`src/rtl/ps2_scan_fifo_rx_if.sv`:
```
// Key-event stream: FIFO head plus valid/ready handshake.
interface ps2_scan_fifo_rx_if;
  logic [7:0] evt_code;
  logic       evt_break;
  logic       evt_ext;
  logic       evt_valid;
  logic       evt_ready;

  modport master (
    output evt_code,
    output evt_break,
    output evt_ext,
    output evt_valid,
    input  evt_ready
  );

  modport slave (
    input  evt_code,
    input  evt_break,
    input  evt_ext,
    input  evt_valid,
    output evt_ready
  );
endinterface

```
`src/rtl/ps2_scan_fifo_rx.sv`:
```
// PS/2 keyboard receiver: line conditioning, frame FSM with timeout,
// E0/F0 prefix decode and a first-word-fall-through event FIFO.
module ps2_scan_fifo_rx #(
  parameter int unsigned CLK_FILTER     = 4,
  parameter int unsigned FIFO_DEPTH     = 8,
  parameter int unsigned TIMEOUT_CYCLES = 50000,
  parameter bit          PARITY_CHECK   = 1'b1
) (
  input  logic                        clock,
  input  logic                        reset_n,
  input  logic                        ps2_clk,
  input  logic                        ps2_dat,
  ps2_scan_fifo_rx_if.master          evt,
  output logic [$clog2(FIFO_DEPTH):0] fifo_count,
  output logic                        overflow,
  output logic                        frame_err
);

  localparam int unsigned AW = $clog2(FIFO_DEPTH);
  localparam int unsigned TW = $clog2(TIMEOUT_CYCLES + 1);
  localparam logic [AW:0] DepthC = (AW + 1)'(FIFO_DEPTH);
  localparam logic [7:0] CodeExt   = 8'hE0;
  localparam logic [7:0] CodeBrk   = 8'hF0;
  localparam logic [7:0] CodePause = 8'hE1;

  typedef enum logic [1:0] {StIdle, StData, StParity, StStop} state_e;

  logic          clk_meta, clk_sync, dat_meta, dat_sync;
  logic          filt, filt_flip, fall;
  logic [3:0]    filt_cnt;
  state_e        state_q, state_d;
  logic [7:0]    shift_q;
  logic [2:0]    bit_cnt_q;
  logic          par_q;
  logic [TW-1:0] tmo_q;
  logic          tmo_hit, frame_good, frame_bad;
  logic          byte_vld_q, frame_err_q;
  logic [7:0]    byte_q;
  logic          ext_q, brk_q, is_prefix, push_req, push_ok, pop, overflow_q;
  logic [9:0]    mem [FIFO_DEPTH];
  logic [9:0]    head, hold_q;
  logic [AW-1:0] wptr_q, rptr_q;
  logic [AW:0]   count_q;

  // Two-flop synchronisers; idle bus level is high.
  always_ff @(posedge clock or negedge reset_n) begin
    if (!reset_n) begin
      clk_meta <= 1'b1;
      clk_sync <= 1'b1;
      dat_meta <= 1'b1;
      dat_sync <= 1'b1;
    end else begin
      clk_meta <= ps2_clk;
      clk_sync <= clk_meta;
      dat_meta <= ps2_dat;
      dat_sync <= dat_meta;
    end
  end

  assign filt_flip = (clk_sync != filt) && (filt_cnt == 4'(CLK_FILTER - 1));

  // Glitch filter on the clock line and one-cycle falling-edge strobe.
  always_ff @(posedge clock or negedge reset_n) begin
    if (!reset_n) begin
      filt     <= 1'b1;
      filt_cnt <= 4'd0;
      fall     <= 1'b0;
    end else begin
      fall <= filt & filt_flip;
      if (clk_sync != filt) begin
        if (filt_flip) begin
          filt     <= ~filt;
          filt_cnt <= 4'd0;
        end else begin
          filt_cnt <= filt_cnt + 4'd1;
        end
      end else begin
        filt_cnt <= 4'd0;
      end
    end
  end

  // Frame FSM state register.
  always_ff @(posedge clock or negedge reset_n) begin
    if (!reset_n) state_q <= StIdle;
    else          state_q <= state_d;
  end

  // Frame FSM next state; a timeout overrides the bit strobe.
  always_comb begin
    state_d = state_q;
    if (tmo_hit) begin
      state_d = StIdle;
    end else if (fall) begin
      unique case (state_q)
        StIdle:   if (!dat_sync) state_d = StData;
        StData:   if (bit_cnt_q == 3'd7) state_d = StParity;
        StParity: state_d = StStop;
        StStop:   state_d = StIdle;
        default:  state_d = StIdle;
      endcase
    end
  end

  // Frame FSM outputs: frame verdict and timeout detection.
  always_comb begin
    tmo_hit    = !fall && (state_q != StIdle) && (tmo_q == TW'(TIMEOUT_CYCLES - 1));
    frame_good = fall && (state_q == StStop) && dat_sync &&
                 (!PARITY_CHECK || ((^shift_q) ^ par_q));
    frame_bad  = (fall && (state_q == StStop) && !frame_good) || tmo_hit;
  end

  // Frame datapath: shifter, bit counter, parity, timeout counter.
  always_ff @(posedge clock or negedge reset_n) begin
    if (!reset_n) begin
      shift_q     <= 8'h00;
      bit_cnt_q   <= 3'd0;
      par_q       <= 1'b0;
      tmo_q       <= '0;
      byte_vld_q  <= 1'b0;
      byte_q      <= 8'h00;
      frame_err_q <= 1'b0;
    end else begin
      tmo_q <= (fall || state_q == StIdle) ? '0 : tmo_q + 1'b1;
      if (fall) begin
        if (state_q == StIdle) bit_cnt_q <= 3'd0;
        if (state_q == StData) begin
          shift_q   <= {dat_sync, shift_q[7:1]};
          bit_cnt_q <= bit_cnt_q + 3'd1;
        end
        if (state_q == StParity) par_q <= dat_sync;
      end
      byte_vld_q  <= frame_good;
      if (frame_good) byte_q <= shift_q;
      frame_err_q <= frame_bad;
    end
  end

  assign is_prefix = (byte_q == CodeExt) || (byte_q == CodeBrk) || (byte_q == CodePause);
  assign push_req  = byte_vld_q && !is_prefix;
  assign pop       = (count_q != '0) && evt.evt_ready;
  assign push_ok   = push_req && ((count_q != DepthC) || pop);

  // Prefix flags: set by E0/F0, cleared by any delivered or dropped key and by errors.
  always_ff @(posedge clock or negedge reset_n) begin
    if (!reset_n) begin
      ext_q <= 1'b0;
      brk_q <= 1'b0;
    end else if (frame_bad) begin
      ext_q <= 1'b0;
      brk_q <= 1'b0;
    end else if (byte_vld_q) begin
      if (byte_q == CodeExt) begin
        ext_q <= 1'b1;
      end else if (byte_q == CodeBrk) begin
        brk_q <= 1'b1;
      end else if (byte_q != CodePause) begin
        ext_q <= 1'b0;
        brk_q <= 1'b0;
      end
    end
  end

  // Event FIFO storage and pointers; pointers wrap on the power-of-two depth.
  always_ff @(posedge clock or negedge reset_n) begin
    if (!reset_n) begin
      for (int unsigned i = 0; i < FIFO_DEPTH; i++) mem[i] <= '0;
      wptr_q     <= '0;
      rptr_q     <= '0;
      count_q    <= '0;
      overflow_q <= 1'b0;
      hold_q     <= '0;
    end else begin
      if (push_ok) begin
        mem[wptr_q] <= {ext_q, brk_q, byte_q};
        wptr_q      <= wptr_q + 1'b1;
      end
      if (pop) rptr_q <= rptr_q + 1'b1;
      if (push_ok && !pop)      count_q <= count_q + 1'b1;
      else if (!push_ok && pop) count_q <= count_q - 1'b1;
      overflow_q <= push_req && !push_ok;
      if (count_q != '0) hold_q <= mem[rptr_q];
    end
  end

  // Head shows the oldest entry, or the last seen one while empty.
  assign head          = (count_q != '0) ? mem[rptr_q] : hold_q;
  assign evt.evt_code  = head[7:0];
  assign evt.evt_break = head[8];
  assign evt.evt_ext   = head[9];
  assign evt.evt_valid = (count_q != '0);
  assign fifo_count    = count_q;
  assign overflow      = overflow_q;
  assign frame_err     = frame_err_q;

endmodule

```
`src/flat_wrapper.sv`:
```
// flat-port wrapper written by rule: the top's interface ports become plain ports
module ps2_scan_fifo_rx_flat 
#(
  parameter int unsigned CLK_FILTER     = 4,
  parameter int unsigned FIFO_DEPTH     = 8,
  parameter int unsigned TIMEOUT_CYCLES = 50000,
  parameter bit          PARITY_CHECK   = 1'b1
)
  (clock, reset_n, ps2_clk, ps2_dat, fifo_count, overflow, frame_err, evt_evt_code, evt_evt_break, evt_evt_ext, evt_evt_valid, evt_evt_ready);
  ps2_scan_fifo_rx_if evt_i ();
  input  logic clock;
  input  logic reset_n;
  input  logic ps2_clk;
  input  logic ps2_dat;
  output logic [$clog2(FIFO_DEPTH):0] fifo_count;
  output logic overflow;
  output logic frame_err;
  output wire logic [$bits(evt_i.evt_code)-1:0] evt_evt_code;
  output wire logic [$bits(evt_i.evt_break)-1:0] evt_evt_break;
  output wire logic [$bits(evt_i.evt_ext)-1:0] evt_evt_ext;
  output wire logic [$bits(evt_i.evt_valid)-1:0] evt_evt_valid;
  input wire logic [$bits(evt_i.evt_ready)-1:0] evt_evt_ready;
  assign evt_evt_code = evt_i.evt_code;
  assign evt_evt_break = evt_i.evt_break;
  assign evt_evt_ext = evt_i.evt_ext;
  assign evt_evt_valid = evt_i.evt_valid;
  assign evt_i.evt_ready = evt_evt_ready;
  ps2_scan_fifo_rx #(.CLK_FILTER(CLK_FILTER), .FIFO_DEPTH(FIFO_DEPTH), .TIMEOUT_CYCLES(TIMEOUT_CYCLES), .PARITY_CHECK(PARITY_CHECK)) u_core (.clock(clock), .reset_n(reset_n), .ps2_clk(ps2_clk), .ps2_dat(ps2_dat), .evt(evt_i), .fifo_count(fifo_count), .overflow(overflow), .frame_err(frame_err));
endmodule
```
`config.mk`:
```
export PLATFORM = sky130hd
export DESIGN_NAME = ps2_scan_fifo_rx_flat
export DESIGN_NICKNAME = d
export VERILOG_FILES = /design/src/rtl/ps2_scan_fifo_rx_if.sv /design/src/rtl/ps2_scan_fifo_rx.sv /design/src/flat_wrapper.sv
export SDC_FILE = /design/constraint.sdc
export NUM_CORES = 1
export LEC_CHECK = 0
export BUFFER_PORTS_ARGS = -buffer_cell sky130_fd_sc_hd__buf_2
export CORE_ASPECT_RATIO = 2
export CORE_MARGIN = 2
export CORE_UTILIZATION = 30
export CTS_BUF_LIST = sky130_fd_sc_hd__clkbuf_4
export CTS_CLUSTER_SIZE = 20
export DETAILED_ROUTE_END_ITERATION = 8
export HOLD_SLACK_MARGIN = 0.15
export PLACE_DENSITY = 0.53
export SYNTH_ARGS = -nofsm -noshare
export SYNTH_HDL_FRONTEND = slang
export SYNTH_SLANG_ARGS = --single-unit
```
`constraint.sdc`:
```
create_clock -name clock -period 2.4 [get_ports clock]
set_input_delay 0.12 -clock clock [delete_from_list [all_inputs] [get_ports clock]]
set_output_delay 0.12 -clock clock [all_outputs]
set_load 0.02 [all_outputs]
```
==> flow_summary_export.csv <==
group,metric,value,unit
status,status,"completed",
sta,timing.final.max_slew_violations,0,
sta,hold_viol,0,
critical_path,minimum_setup_slack_among_reg_to_reg_paths,120,ps
logic_synthesis,yosys.area_share.adder,2.618,%
finish,drive_gt1_share,37.95,%
place,placed_cells_incl_taps,794,
logic_synthesis,synthesized_instance_count,494,
clocking,clkLatencyLatePin,560,ps
floorplanning,initial_utilization,30.30,%
place,routability_congestion_estimate,0.6901,
sta,setup_total_negative_slack,0,ps
floorplanning,fp.coreArea,23030,um^2
critical_path,crit_path_start_kind,"flop",
logic_synthesis,post_synthesis_share_of_cell_area_spent_on_xor_and_xnor_gates,3.945,%
logic_synthesis,synth_compound_area_share,2.761,%
critical_path,worstPathArrival,2710,ps
clocking,cts_made_buffers,17,
finish,finalNonFillerCells,840,
place,numPortBuffers,21,
floorplanning,die_x,111.8,um
floorplanning,core.rowCount,79,
grt,wire_length_of_the_first_global_routing_pass,22.74,mm
clocking,cts_root_buffer,"sky130_fd_sc_hd__clkbuf_4",
finish,nNetsFinal,562,
sta,timing_worst_slew_pin_value,514.9,ps
drt,wl,13.46,mm
logic_synthesis,muxShareOfSynthArea,25.43,%
logic_synthesis,yosysUniqueCellTypes,49,
critical_path,worst-r2r-cell-count,11,
clocking,cts_htree_levels,4,
finish,final_core_utilization,35.20,%
power,irDropWorstVdd,0.0005461,V
logic_synthesis,synth_enable_flop_cells,0,
grt,overflow,0,
grt,via_count_of_the_first_global_routing_pass,4160,
drt,detailroute.via_count,3953,
critical_path,timing.rr.start,"u_core.byte_q[1]",
critical_path,worstReg2RegEnd,"u_core.fifo_count[3]",
sta,fin_crit,2279,ps
run,cap_viol_max_count,0,
clocking,cts_num_sinks,153,
drt,antenna_left,0,
sta,post-route-period-util,94.94,%
sta,finalSetupViolations,0,
critical_path,worst_setup_ep_type,"flop",
grt,grtUsageMet1,15.23,%
logic_synthesis,synth.yosys.seq_area_share,54.96,%
power,power_per_cell_area,745.1,nW/um^2
logic_synthesis,synthSimpleGateAreaFrac,7.567,%
finish,post-route-cell-area,8108,um^2
worst_hold_path,endpoint_of_the_worst_hold_timing_path,"u_core.clk_sync",
logic_synthesis,net_count_after_synthesis,513,
logic_synthesis,synth_top_family_by_area,"multiplexers",
critical_path,critPathMaxFanout,3,
drt,post-route-drc-count,0,
clocking,clock_slew_seen_by_the_registers_of_the_worst_setup_and_hold_paths,120,ps
logic_synthesis,ys_seq_elements,153,
place,dpl-instance-area,7538,um^2
logic_synthesis,ys_warn_count,0,
critical_path,critPathRequiredTime,2840,ps
logic_synthesis,dominantRegCellSynth,"sky130_fd_sc_hd__dfrtp_1",
logic_synthesis,syn_avg_cell_area,14.13,um^2
worst_hold_path,hp-start,"u_core.clk_meta",
logic_synthesis,async_reset_ff_share,100.0,%
sta,hold_ws,366.4,ps
drt,drt_pre_antenna_iters,4,
place,pre_cts_slack,57.48,ps
grt,track_usage,11.89,%
sta,setup_slack,121.4,ps
sta,setup_repair_after_global_routing_missed_its_margin,"true",
drt,avgViaCountPerCell,4.706,
power,total_chip_power,6.041,mW
floorplanning,fp.dieArea,24570,um^2
clocking,cts.path.max_buffers,2,
sta,fmax,0.4389,GHz
floorplanning,num_io_pins,22,
grt,grt_use_met2,19.72,%
floorplanning,die-height,219.7,um
drt,detail_route.iter0.violations,158,
place,dp_hpwl,8.837,mm
finish,area_growth,16.19,%
critical_path,worstSetupPathType,"flop to flop",
worst_hold_path,hp-class,"flop to flop",
grt,grt.busiest_layer,"met2",
grt,globalRouteMet3Util,2.915,%
grt,grt_start_max_net_pins,92,
worst_hold_path,hold_path_depth,0,
sta,worst_slew_margin_rel,65.67,%
clocking,tritoncts_clock_tree,"built",
sta,finalClockSkew,18.11,ps
drt,detail_route.wl_per_cell,16.03,um
logic_synthesis,synthesis.area,6978,um^2
power,power.static_leakage,3.798,nW
grt,initial_antenna_violation_count,1,
## critical path: stages (launching register included)
cell and delay [ps]:
sky130_fd_sc_hd__dfrtp_1 430, sky130_fd_sc_hd__nor4b_4 310, sky130_fd_sc_hd__a41o_1 270, sky130_fd_sc_hd__nor2b_2 70, sky130_fd_sc_hd__ha_2 190, sky130_fd_sc_hd__inv_2 90
sky130_fd_sc_hd__ha_4 200, sky130_fd_sc_hd__a21o_1 160, sky130_fd_sc_hd__a21oi_2 120, sky130_fd_sc_hd__xnor2_1 120, sky130_fd_sc_hd__nor2_1 70, sky130_fd_sc_hd__xor2_1 140
## layout by cell type (no fill, tap or decap), drive strengths merged, types with 8 or more instances in the layout
| cell | instances |
|---|---|
| xor2 | 11 |
| mux2 | 102 |
| mux4 | 20 |
| buf | 52 |
| nand3 | 11 |
| inv | 11 |
| dlygate4sd3 | 8 |
| mux2i | 10 |
| o21ai | 17 |
| ha | 13 |
| xnor2 | 17 |
| clkbuf | 20 |
| dfrtp | 148 |
| nand2 | 24 |
| nor2 | 25 |
## sequential cells by signal, summed over array words and instances (netlist names), 2 cells and up
| signal | flops |
|---|---|
| u_core.bit_cnt_q | 3 |
| u_core.byte_q | 8 |
| u_core.fifo_count | 4 |
| u_core.filt_cnt | 4 |
| u_core.hold_q | 10 |
| u_core.mem | 80 |
| u_core.rptr_q | 3 |
| u_core.shift_q | 8 |
| u_core.state_q | 2 |
| u_core.tmo_q | 16 |
| u_core.wptr_q | 3 |
## how the worst max path moves through the flow
stage	start	endpoint	slack, ps	cells past startpoint
floorplan	u_core.fifo_count[2]	u_core.fifo_count[3]	6	11
global placement	u_core.byte_q[2]	u_core.fifo_count[3]	100	11
detailed placement	u_core.byte_q[2]	u_core.fifo_count[3]	60	11
CTS	u_core.rptr_q[0]	evt_evt_code[0]	-20	5
global route	u_core.byte_q[1]	u_core.fifo_count[3]	-60	11
finish	u_core.byte_q[1]	u_core.fifo_count[3]	120	11
## synthesized netlist by cell type (all sizes together) (11+ instances only)
library cell,instances,area share (%)
nor2,25,1.3
clkbuf,12,0.65
dfrtp,148,53
ha,13,2.3
mux2,102,18
xor2,11,1.4
nand2,24,1.3
xnor2,17,2.2
nand3,11,0.79
buf,18,1.5
mux4,20,6.5
o21ai,17,1.2
## repair_timing
action	4_1_cts	5_1_grt
setup buffers	0	5
hold buffers	8	0
resized for setup	4	18
pin swaps	0	7
hold endpoints to repair	161	0
cloned	0	0
endpoints found under the setup margin	5	11
## power breakdown
| group | total (mW) | internal (mW) | switching, mW |
|---|---|---|---|
| sequential | 2.91 | 2.71 | 0.198 |
| combinational | 1.15 | 0.549 | 0.606 |
| clock | 1.98 | 1.07 | 0.909 |
## kinds of logic (layout without fill, tap and decap cells)
group / count (synthesis) / in the layout
other: 0 / 1
adder cells (fa/ha/maj): 14 / 14
AND/OR/NAND/NOR: 95 / 95
buffers and inverters: 40 / 102
AO/OA/AOI/OAI: 31 / 31
flip-flops: 153 / 153
multiplexers: 132 / 132
XOR/XNOR: 29 / 29
## layout make-up
cell class,instances,area [um^2]
Antenna cell,1,2.502
Clock buffer,20,150.1
Tap cell,283,354.1
Clock inverter,12,221.5
Sequential cell,153,3839
Fill cell,2257,14920
Timing Repair Buffer,60,474.2
Multi-Input combinational cell,301,3029
Inverter,10,37.54
## metal layers
metal	routed length [um]	up-vias
met5	0	-
met4	185	0
met3	320	11
met2	6793	35
met1	6161	2040
li1	-	1867
Note: power is estimated with default switching activity, not from simulation.
